**config.mk**
```make
export PLATFORM = sky130hd
export DESIGN_NAME = roic_serial_tx
export DESIGN_NICKNAME = d
export VERILOG_FILES = /design/src/rtl/roic_tx_pkg.sv /design/src/rtl/roic_word_serializer.sv /design/src/rtl/roic_serial_tx.sv
export SDC_FILE = /design/constraint.sdc
export NUM_CORES = 1
export LEC_CHECK = 0
export ABC_AREA = 1
export CORE_AREA = 2 2 81 83
export CTS_CLUSTER_DIAMETER = 80
export DETAILED_ROUTE_END_ITERATION = 16
export DIE_AREA = 0 0 83 85
export PLACE_DENSITY_LB_ADDON = 0.3
export SETUP_SLACK_MARGIN = 0.3
export SYNTH_ARGS = -nofsm -noshare
export SYNTH_HDL_FRONTEND = slang
export SYNTH_SLANG_ARGS = --single-unit
```
**constraint.sdc**
```tcl
create_clock -name clk -period 3.3 [get_ports clk]
set_clock_uncertainty 0.2 [all_clocks]
set_input_delay 0.99 -clock clk [delete_from_list [all_inputs] [get_ports clk]]
set_output_delay 0.99 -clock clk [all_outputs]
set_load 0.01 [all_outputs]
```
**src/rtl/roic_tx_pkg.sv**
```systemverilog
// Shared types and constants for the ROIC serial transmitter: FSM states,
// default alignment patterns and word geometry.
package roic_tx_pkg;

    localparam int unsigned  BITS_PER_WORD  = 24;
    localparam int unsigned  FCLK_HIGH_BITS = BITS_PER_WORD / 2;
    localparam logic [23:0]  PATTERN_1_DEF  = 24'hFFF000;
    localparam logic [23:0]  PATTERN_2_DEF  = 24'hFF0000;

    typedef enum logic [1:0] {
        ST_IDLE   = 2'd0,
        ST_TRAIN  = 2'd1,
        ST_HEADER = 2'd2,
        ST_DATA   = 2'd3
    } tx_state_e;

endpackage

```
**src/rtl/roic_word_serializer.sv**
```systemverilog
// Free-running word serializer: MSB-first shift register, bit counter, word
// boundary strobe and bit-aligned registered data / frame-clock outputs.
module roic_word_serializer
    import roic_tx_pkg::*;
#(
    parameter int unsigned           DATA_WIDTH = BITS_PER_WORD,
    parameter logic [DATA_WIDTH-1:0] RESET_WORD = PATTERN_1_DEF
) (
    input  logic                  clk,
    input  logic                  rst_n,
    input  logic [DATA_WIDTH-1:0] load_word_i,
    output logic                  boundary_o,
    output logic                  sdata_o,
    output logic                  fclk_o
);

    localparam int unsigned    CW       = $clog2(DATA_WIDTH);
    localparam logic [CW-1:0]  LAST_BIT = CW'(DATA_WIDTH - 1);
    localparam logic [CW-1:0]  HALF     = CW'(DATA_WIDTH / 2);
    localparam logic [CW-1:0]  ONE      = CW'(1);

    logic [CW-1:0]         bit_cnt_q, bit_cnt_d;
    logic [DATA_WIDTH-1:0] shift_q, shift_d;
    logic                  sdata_q, fclk_q;

    assign boundary_o = (bit_cnt_q == LAST_BIT);
    assign sdata_o    = sdata_q;
    assign fclk_o     = fclk_q;

    // Next bit position and shift contents; a new word replaces the shifter at the boundary.
    always_comb begin
        bit_cnt_d = bit_cnt_q;
        shift_d   = shift_q;
        if (boundary_o) begin
            bit_cnt_d = '0;
            shift_d   = load_word_i;
        end else begin
            bit_cnt_d = bit_cnt_q + ONE;
            shift_d   = {shift_q[DATA_WIDTH-2:0], 1'b0};
        end
    end

    // Shifter, counter and output registers; data and fclk share one stage so they stay aligned.
    always_ff @(posedge clk or negedge rst_n) begin
        if (!rst_n) begin
            bit_cnt_q <= '0;
            shift_q   <= RESET_WORD;
            sdata_q   <= 1'b0;
            fclk_q    <= 1'b0;
        end else begin
            bit_cnt_q <= bit_cnt_d;
            shift_q   <= shift_d;
            sdata_q   <= shift_q[DATA_WIDTH-1];
            fclk_q    <= (bit_cnt_q < HALF);
        end
    end

endmodule

```
**src/rtl/roic_serial_tx.sv**
```systemverilog
// ROIC output serializer top: request capture, idle/train/header/data word
// sequencing and a one-deep source holding register feeding the serializer.
module roic_serial_tx
    import roic_tx_pkg::*;
#(
    parameter int unsigned           DATA_WIDTH  = BITS_PER_WORD,
    parameter logic [DATA_WIDTH-1:0] PATTERN_1   = PATTERN_1_DEF,
    parameter logic [DATA_WIDTH-1:0] PATTERN_2   = PATTERN_2_DEF,
    parameter int unsigned           CHANNELS    = 256,
    parameter int unsigned           TRAIN_WORDS = 64
) (
    input  logic                  clk,
    input  logic                  rst_n,
    input  logic                  train_req,
    input  logic                  frame_start,
    input  logic                  test_ramp_en,
    input  logic [DATA_WIDTH-1:0] word_data,
    input  logic                  word_valid,
    output logic                  word_ready,
    output logic                  sdata_out,
    output logic                  fclk_out,
    output logic                  busy,
    output logic                  train_done,
    output logic                  frame_done,
    output logic                  underflow
);

    localparam int unsigned     CH_W    = $clog2(CHANNELS + 1);
    localparam int unsigned     TR_W    = $clog2(TRAIN_WORDS + 1);
    localparam logic [CH_W-1:0] CH_LAST = CH_W'(CHANNELS - 1);
    localparam logic [TR_W-1:0] TR_LAST = TR_W'(TRAIN_WORDS - 1);

    tx_state_e             state_q, state_d;
    logic                  train_pend_q, train_pend_d, frame_pend_q, frame_pend_d;
    logic                  hold_valid_q, hold_valid_d;
    logic [DATA_WIDTH-1:0] hold_data_q, hold_data_d;
    logic                  ramp_q, ramp_d;
    logic [CH_W-1:0]       ch_cnt_q, ch_cnt_d;
    logic [TR_W-1:0]       tr_cnt_q, tr_cnt_d;
    logic                  underflow_q, underflow_d;
    logic                  train_done_q, train_done_d, frame_done_q, frame_done_d;
    logic                  busy_q, busy_d;
    logic                  boundary_s, ramp_s, take_train_s, take_frame_s, consume_s, xfer_s;
    logic [DATA_WIDTH-1:0] load_word_s, data_word_s;

    roic_word_serializer #(
        .DATA_WIDTH (DATA_WIDTH),
        .RESET_WORD (PATTERN_1)
    ) u_ser (
        .clk         (clk),
        .rst_n       (rst_n),
        .load_word_i (load_word_s),
        .boundary_o  (boundary_s),
        .sdata_o     (sdata_out),
        .fclk_o      (fclk_out)
    );

    // Word sequencing: everything changes only at a word boundary.
    always_comb begin
        state_d      = state_q;
        tr_cnt_d     = tr_cnt_q;
        ch_cnt_d     = ch_cnt_q;
        ramp_d       = ramp_q;
        underflow_d  = underflow_q;
        train_done_d = 1'b0;
        frame_done_d = 1'b0;
        take_train_s = 1'b0;
        take_frame_s = 1'b0;
        consume_s    = 1'b0;
        load_word_s  = PATTERN_1;
        // The ramp select is latched at the header-to-data boundary and held for the line.
        ramp_s       = (state_q == ST_HEADER) ? test_ramp_en : ramp_q;
        if (ramp_s) begin
            data_word_s = DATA_WIDTH'(ch_cnt_q);
        end else if (hold_valid_q) begin
            data_word_s = hold_data_q;
        end else begin
            data_word_s = '0;
        end
        if (boundary_s) begin
            case (state_q)
                ST_IDLE: begin
                    if (train_pend_q) begin
                        take_train_s = 1'b1;
                        state_d      = ST_TRAIN;
                        tr_cnt_d     = TR_W'(1);
                        load_word_s  = PATTERN_1;
                    end else if (frame_pend_q) begin
                        take_frame_s = 1'b1;
                        state_d      = ST_HEADER;
                        ch_cnt_d     = '0;
                        load_word_s  = PATTERN_2;
                    end else begin
                        load_word_s  = PATTERN_1;
                    end
                end
                ST_TRAIN: begin
                    load_word_s = tr_cnt_q[0] ? PATTERN_2 : PATTERN_1;
                    tr_cnt_d    = tr_cnt_q + TR_W'(1);
                    if (tr_cnt_q == TR_LAST) begin
                        state_d      = ST_IDLE;
                        train_done_d = 1'b1;
                    end else begin
                        state_d      = ST_TRAIN;
                    end
                end
                ST_HEADER, ST_DATA: begin
                    load_word_s = data_word_s;
                    ch_cnt_d    = ch_cnt_q + CH_W'(1);
                    ramp_d      = ramp_s;
                    if (ramp_s) begin
                        consume_s   = 1'b0;
                    end else begin
                        consume_s   = hold_valid_q;
                        underflow_d = underflow_q | ~hold_valid_q;
                    end
                    if (ch_cnt_q == CH_LAST) begin
                        state_d      = ST_IDLE;
                        frame_done_d = 1'b1;
                    end else begin
                        state_d      = ST_DATA;
                    end
                end
                default: begin
                    state_d     = ST_IDLE;
                    load_word_s = PATTERN_1;
                end
            endcase
        end else begin
            state_d = state_q;
        end
    end

    // Request flags and holding register; a repeated pulse on a pending flag is absorbed.
    always_comb begin
        train_pend_d = take_train_s ? 1'b0 : (train_pend_q | train_req);
        frame_pend_d = take_frame_s ? 1'b0 : (frame_pend_q | frame_start);
        xfer_s       = word_valid & ~hold_valid_q;
        hold_valid_d = xfer_s | (hold_valid_q & ~consume_s);
        hold_data_d  = xfer_s ? word_data : hold_data_q;
        busy_d       = (state_d != ST_IDLE);
    end

    // Control state registers.
    always_ff @(posedge clk or negedge rst_n) begin
        if (!rst_n) begin
            state_q      <= ST_IDLE;
            train_pend_q <= 1'b0;
            frame_pend_q <= 1'b0;
            hold_valid_q <= 1'b0;
            hold_data_q  <= '0;
            ramp_q       <= 1'b0;
            ch_cnt_q     <= '0;
            tr_cnt_q     <= '0;
            underflow_q  <= 1'b0;
            train_done_q <= 1'b0;
            frame_done_q <= 1'b0;
            busy_q       <= 1'b0;
        end else begin
            state_q      <= state_d;
            train_pend_q <= train_pend_d;
            frame_pend_q <= frame_pend_d;
            hold_valid_q <= hold_valid_d;
            hold_data_q  <= hold_data_d;
            ramp_q       <= ramp_d;
            ch_cnt_q     <= ch_cnt_d;
            tr_cnt_q     <= tr_cnt_d;
            underflow_q  <= underflow_d;
            train_done_q <= train_done_d;
            frame_done_q <= frame_done_d;
            busy_q       <= busy_d;
        end
    end

    assign word_ready = ~hold_valid_q;
    assign busy       = busy_q;
    assign train_done = train_done_q;
    assign frame_done = frame_done_q;
    assign underflow  = underflow_q;

endmodule

```
# Yosys cells after proc, flatten, opt, wreduce, memory -nomap -nowiden
# Cells that the tools add are included.
op_classes:
  addsub: 3
  n_lt_le_gt_ge: 1
  n_eq_ne: 9
  muxes: 38
  n_bitwise: 9
  reduce_logical: 9
op_table:
  columns: ["op", "n"]
  rows:
  - ["$mux W24", 3]
  - ["$pmux W24 S3", 1]
  - ["$mux W16", 3]
  - ["$mux W1", 20]
  - ["$mux W9", 2]
  - ["$pmux W9 S2", 1]
  - ["$pmux W7 S2", 1]
  - ["$add A9 B1 Y9 const B", 1]
  - ["$eq A9 B8 Y1 const B", 1]
  - ["$mux W2", 4]
  - ["$add A7 B1 Y7 const B", 1]
  - ["$eq A7 B6 Y1 const B", 1]
  - ["$mux W7", 1]
  - ["$ne A2 B2 Y1 const B", 3]
  - ["$pmux W2 S3", 1]
  - ["$reduce_and A3 Y1", 2]
  - ["$reduce_bool A2 Y1", 3]
  - ["$add A5 B1 Y5 const B", 1]
  - ["$eq A5 B5 Y1 const B", 1]
  - ["$lt A5 B4 Y1 const B", 1]
  - ["$mux W5", 1]
  - ["$eq A2 B2 Y1 const B", 2]
  - ["$or A1 B1 Y1", 4]
  - ["$reduce_and A4 Y1", 1]
  - ["6 further kinds", 9]
word_totals:
  ff_bits: 81
  input_bits: 30
  out_inout_bits: 7
  word_cells: 85

# Logic depth before layout (Yosys ltp)
# Gate-level depths: netlist of the first run.
depth:
  ltp_word: 8
  depth_mapped: 9
  depth_no_buf: 9

# Hierarchy
# A second synthesis of the first run with hierarchy kept.
unflattened:
  cells_unflattened: 419
  area_unflattened_um2: 3861.2
modules_own_cells:
  columns: ["module", "n_inst", "cells_each", "area_per_inst_um2", "seq_area_each_um2"]
  rows:
  - ["roic_serial_tx", 1, 295, 2657.5, 1251.2]
  - ["roic_word_serializer", 1, 124, 1203.7, 790.8]

# Worst setup path before layout of the first run
# OpenSTA, ideal clock, no wires.
synth_path:
  path_type: "in2reg"
  startpoint: "input port word_valid"
  endpoint: "register hold_data_q[1]"
  setup_time_ns: 0.125
  arrival_ns: 1.590
  t_required_ns: 2.975
  path_slack_ns: 1.385
  cell_stages: 3
  cell_sequence: "nand2_2 buf_6 mux2_2"
synth_between:
  elab_chain_cells: 1
synth_lines:
  columns: ["element", "line_no", "rtl"]
  rows:
  - ["start, declared", "roic_serial_tx.sv:18", "input logic word_valid,"]
  - ["$and A1 B1 Y1", "roic_serial_tx.sv:138", "xfer_s = word_valid & ~hold_valid_q;"]
  - ["end signal, assigned", "roic_serial_tx.sv:164", "hold_data_q <= hold_data_d;"]
  - ["end, declared", "roic_serial_tx.sv:36", "logic [DATA_WIDTH-1:0] hold_data_q, hold_data_d;"]
# Every way passes these cells.
# A chain may end at the register's enable or synchronous reset.

# Worst setup path after layout of the first run
layout_path:
  startpoint: "register hold_valid_q"
  endpoint: "output port word_ready"
layout_between:
  elab_chain_cells: 1
layout_lines:
  columns: ["element", "line_no", "rtl"]
  rows:
  - ["start, declared", "roic_serial_tx.sv:35", "logic hold_valid_q, hold_valid_d;"]
  - ["start signal, assigned", "roic_serial_tx.sv:163", "hold_valid_q <= hold_valid_d;"]
  - ["$not A1 Y1", "roic_serial_tx.sv:175", "assign word_ready = ~hold_valid_q;"]
  - ["end, declared", "roic_serial_tx.sv:19", "output logic word_ready,"]
# Every way passes these cells.

==> results of run 1 <==
[metrics by stage]
step | setup slack (ps) | power, uW
floorplan | 1380 | 1320
global placement | 722 | 1400
detailed placement | 696 | 1420
CTS | 411 | 2140
global route | 338 | 2220
finish | 430 | 2130
[logic make-up after synthesis]
| logic type | Yosys count |
|---|---|
| AOI/OAI and AO/OA | 47 |
| adders and majority gates | 4 |
| and+or+nand+nor | 197 |
| muxes | 24 |
| buffers and inverters | 36 |
| DFF | 81 |
| xor gates and xnor gates | 2 |
[worst register-to-register path: cells and delay by family, from the launching register on]
kind	cells	cell delay (ps)
AND/OR/NAND/NOR	2	880
flip-flops	1	370
adder cells (fa/ha/maj)	1	280
AO/OA/AOI/OAI	1	260
buffers and inverters	1	170
[worst paths after layout]
kind                                     endpoint  slack, ps  cells after the start
worst max-delay path                   word_ready        430                      2
worst min register to register      u_ser.sdata_o        190                      0
min in group asynchronous             tr_cnt_q[2]        450                      2
worst min-delay path                u_ser.sdata_o        190                      0
max in group asynchronous       u_ser.shift_q[12]       2100                      2
worst max register to register   u_ser.shift_q[7]       1030                      5
[Yosys cell counts, drive strengths merged (3+ instances only)]
cell | count | area, um2
nor2 | 32 | 145
nand4 | 8 | 65.1
ha | 4 | 50.1
o21bai | 3 | 22.5
dfstp | 12 | 315
nand3 | 18 | 90.1
nand2 | 128 | 490
inv | 26 | 97.6
o21ai | 27 | 139
mux2 | 24 | 270
a21oi | 14 | 81.3
dfrtp | 69 | 1730
nand3b | 5 | 37.5
buf | 8 | 72.6
[cell type report]
cell class	count	area, um2	area share
Tap cell	77	96.3	0.0224
Inverter	26	97.6	0.0227
Timing Repair Buffer	38	385	0.0897
Clock buffer	12	145	0.0338
Sequential cell	81	2040	0.475
Multi-Input combinational cell	274	1480	0.344
Clock inverter	4	51.3	0.0119
[layer usage]
metal  part of all wire  global-route usage
met1               0.46               0.296
met2               0.49               0.355
met3              0.029              0.0389
met4              0.018              0.0879
met5                  0                   0
[state kept, by name, indices dropped and copies added, names as in the netlist]
signal	count
busy	1
ch_cnt_q	9
frame_done	1
frame_pend_q	1
hold_data_q	24
hold_valid_q	1
ramp_q	1
state_q	2
tr_cnt_q	7
train_done	1
train_pend_q	1
u_ser.bit_cnt_q	5
u_ser.fclk_o	1
u_ser.sdata_o	1
u_ser.shift_q	24
underflow	1
[power by group]
group	internal (uW)	switching, uW	total (uW)	leakage [uW]
Combinational	143	95.7	238	0.000841
Clock	372	356	728	0.0000970
Sequential	1100	58.3	1160	0.000990
Total	1620	510	2130	0.00193
==> key figures, run 1 <==
GRT
  • Overflow after GRT: 0
  • GRT Util Overall: 0.219
  • First-pass GRT wire length: roughly 12000 um
  • Number of global-route vias before repair: 2637
  • Largest net degree at the start of global routing: 82
  • Initial antenna violation count: 0

Cells and area
  • Finished Layout Cells: 512
  • Commonest cells after routing, fill and taps aside: nand2_1, dfrtp_1, clkdlybuf4s50_1
  • Number of diodes: 0
  • Fin util: 0.693
  • Commonest non-fill, non-tap cell in the layout: nand2_1
  • Fin area: 4300 um2
  • Area Growth Syn to Fin: 16.2%
  • # fillers: 460
  • Share of cells above drive strength 1: 0.161
  • Final net count: approximately 460

Clock tree
  • Clk pin slew, worst setup/hold paths: 80 ps
  • Worst-Skew Late Latency: 350 ps
  • Hold Buf Count CTS: 0
  • CTS buffer count: 9
  • Clock net sink count: 81
  • CTS tree: built
  • Setup Buffers After CTS: 0
  • Root buf cell: clkbuf_8
  • CTS HTree Levels: 3
  • Post-CTS sizing: 0
  • CTS max path bufs: 2

Critical path
  • Crit path max-delay cell type: clkdlybuf4s50_1
  • Crit path cell chain: inv_2, clkdlybuf4s50_1
  • Crit-path max FO: 15
  • Startpoint class of the critical path: flop
  • Cell family with the largest share of critical-path delay: buffers and inverters
  • Worst Setup SP: hold_valid_q
  • WS Path Type: flop to output port
  • Worst EP arrival: 1680 ps
  • Crit path capture type: output port
  • Worst EP required: 2110 ps
  • CP bufs+invs: 2
  • Max stage delay on crit path: roughly 560 ps
  • Reg2Reg Launch Point: u_ser.bit_cnt_q[0]

Detailed routing
  • TritonRoute pass-1 iters: 4
  • DR iter-0 viols: 199
  • Routed WL per cell: 13.6 um
  • Post-route ant nets: 0
  • Routed vias/inst: 5.40
  • Total number of vias: 2766
  • Final WL: 6970 um
  • DRC: 0

STA
  • Final Max Tran Viols: 0
  • Final setup violating endpoints: 0
  • Fin crit share: 0.870
  • Total negative slack: 0 ps
  • Slew headroom: 0.613
  • FMAX: 0.348 GHz
  • Slew @ Worst Pin: 580 ps
  • Final hold vios: 0
  • Post-layout min period: around 2900 ps
  • Worst hold margin: between 150 and 200 ps
  • RSZ-0062 raised after global routing: false

Yosys
  • Simple-Gate Fraction of Synth Area: 0.234
  • Yosys reg bits: between 80 and 90
  • Mean area per synthesized cell: 9.46 um2
  • Number of synthesized flops with an enable pin: 0
  • Compound-gate portion of the synthesized area: 0.0751
  • Cell count after synthesis: 391
  • Synth Area in Adders: 0.0135
  • Mux cell area share after synthesis: 0.0730
  • Mapped cell area: 3700 um2
  • Xor/xnor cell area share of the yosys netlist: 0.00473
  • Sequential area share after synthesis: 0.552
  • Most used DFF post-synth: dfrtp_1
  • Synth cell types: 35
  • Syn nets: 425
  • Synth warn: 0
  • FFs w/ async S/R, synth: 1.00
  • Main combinational cell family by area after synthesis: simple AND/OR/NAND/NOR gates

Run
  • Max-cap viol count: 0

Place
  • Placed cell areas: 4100 um2
  • Port bufs: 36
  • Dpl cells: 496
  • Routability Congestion: 0.730
  • Final HPWL DP: ~4800 um

Worst hold path
  • Min-Delay Startpoint: u_ser.shift_q[23]
  • Worst Hold Class: flop to flop

Floorplanning
  • Die footprint: 7060 um2
  • IO Pins: 37
  • Die Y: approximately 85 um
  • Starting density of the core: 0.596
  • Core area: 6200 um2
  • Row count: 29
  • Die width: 83 um

Power
  • Maximum vdd ir drop: 0.347 mV
  • Leakage: about 0.0019 uW
  • Pwr Density: 495 nW/um2

Run status
  • Outcome: finished, final reports clean
Power figures use the tool's default switching activity.
==> run 2, diff against run 1 <==
Settings changed: GPL_TIMING_DRIVEN from default to 0.
Clock period 3.3 ns to 3.4 ns, I/O delays scaled along.
==> key figures, run 2 (synthesis results as in run 1) <==
Cells and area
  • Finished Layout Cells: between 500 and 600
  • Largest regs: hold_data_q: 24 flops, u_ser.shift_q: 24 flops, ch_cnt_q: 9 flops
  • Area Growth Syn to Fin: 19.1%
  • Final net count: about 470
  • Commonest cells after routing, fill and taps aside: nand2_1, dfrtp_1, clkdlybuf4s50_1
  • Share of cells above drive strength 1: 0.178
  • Commonest non-fill, non-tap cell in the layout: nand2_1
  • Number of diodes: 0
  • # fillers: 443

Floorplanning
  • Starting density of the core: 0.596
  • Die Y: 85 um
  • Core area: 6200 um2
  • Die footprint: 7060 um2
  • IO Pins: 37
  • Die width: a little over 80 um
  • Row count: 29

Critical path
  • Crit path cell chain: inv_2, clkdlybuf4s50_1
  • Worst EP required: 2180 ps
  • Worst Setup SP: hold_valid_q
  • Startpoint class of the critical path: flop
  • WS Path Type: flop to output port
  • Crit path max-delay cell type: clkdlybuf4s50_1
  • CP endpoint: word_ready
  • R2R setup slack: 1460 ps
  • Max stage delay on crit path: 560 ps
  • Worst r2r dst: busy
  • Crit path capture type: output port
  • Worst R2R Path Depth: 7
  • Reg2Reg Launch Point: ch_cnt_q[0]
  • Crit-path max FO: 6
  • Worst EP arrival: 1550 ps

Clock tree
  • CTS max path bufs: 2
  • Setup Buffers After CTS: 0
  • CTS HTree Levels: 3
  • Clk pin slew, worst setup/hold paths: 80 ps
  • CTS buffer count: 9
  • CTS tree: built
  • Post-CTS sizing: 0
  • Hold Buf Count CTS: 0
  • Clock net sink count: 81
  • Worst-Skew Late Latency: ~360 ps
  • Root buf cell: clkbuf_8

Worst hold path
  • Worst Hold Class: flop to flop

STA
  • Final hold vios: 0
  • Fin crit share: 0.815
  • Slew @ Worst Pin: 576 ps
  • Post-layout min period: 2770 ps
  • FMAX: ~0.36 GHz
  • Final setup violating endpoints: 0
  • Slew headroom: 0.615
  • Total negative slack: 0 ps
  • Final Max Tran Viols: 0
  • RSZ-0062 raised after global routing: false

Place
  • Port bufs: 36
  • Dpl cells: around 510
  • Final HPWL DP: 5150 um
  • Routability Congestion: 0.866

Run status
  • Outcome: finished, final reports clean

Power
  • Pwr Total: 2160 uW
  • Pwr Density: 490 nW/um2
  • Leakage: 0.00198 uW
  • Maximum vdd ir drop: 0.399 mV

Run
  • Max-cap viol count: 0

Detailed routing
  • Post-route ant nets: 0
  • DRC: 0
  • DR iter-0 viols: 163
  • Final WL: around 7500 um
  • Total number of vias: 2777
  • Routed WL per cell: 14.3 um
  • TritonRoute pass-1 iters: 4
  • Routed vias/inst: around 5.3

GRT
  • Largest net degree at the start of global routing: 50
  • Number of global-route vias before repair: 2735
  • Overflow after GRT: 0
  • GRT Util Overall: 0.230
  • First-pass GRT wire length: 12800 um
  • Initial antenna violation count: 0
## run 2: cell count changes in the layout (fill, tap and decap cells not counted)
cell,delta
buf_4,+2
buf_6,+4
buf_16,+1
buf_2,+1
clkinvlp_4,+1
bufinv_16,+1
buf_12,-1
## run 2: metal layers
layer,vias up,share of wire,global-route usage
met4,0,0.017,0.0954
met3,16,0.037,0.0545
met2,57,0.50,0.384
met1,1338,0.45,0.292
met5,-,0,0
li1,1366,-,-
## run 2: worst max-delay path: cells and delay by family, from the launching register on
| kind | cells | cell delay, ps |
|---|---|---|
| flops | 1 | 460 |
| buf+inv | 2 | 740 |
## run 2: final cells by class
cell class / instances / area, um2 / area share
Inverter: 26 / 97.6 / 0.0221
Tap cell: 77 / 96.3 / 0.0219
Buffer: 10 / 80.1 / 0.0182
Clock buffer: 10 / 138 / 0.0312
Sequential cell: 81 / 2040 / 0.463
Multi-Input combinational cell: 274 / 1480 / 0.336
Timing Repair Buffer: 37 / 385 / 0.0874
Clock inverter: 6 / 88.8 / 0.0202
## run 2: how the worst min path moves through the flow
stage / from / to / slack (ps) / cells past startpoint
2_1_floorplan: u_ser.shift_q[23] / u_ser.sdata_o / 180 / 0
3_3_place_gp: u_ser.shift_q[23] / u_ser.sdata_o / 180 / 0
3_5_place_dp: u_ser.shift_q[23] / u_ser.sdata_o / 190 / 0
4_1_cts: u_ser.shift_q[23] / u_ser.sdata_o / 200 / 0
5_1_grt: u_ser.shift_q[23] / u_ser.sdata_o / 200 / 0
6_report: u_ser.shift_q[23] / u_ser.sdata_o / 200 / 0
## run 2: metrics by stage
stage	setup slack, ps	util	hold WS [ps]	area (um2)
global placement	-1670	0.670	182	4160
global route	556	0.710	203	4410
floorplan	1450	-	179	3700
finish	628	0.710	201	4410
detailed placement	888	0.674	191	4180
CTS	617	0.710	203	4410
## run 2: power breakdown
group / total (uW) / internal [uW] / switching, uW
logic: 236 / 142 / 94.3
registers: 1130 / 1070 / 58.1
clock network: 795 / 435 / 361
total: 2160 / 1650 / 513
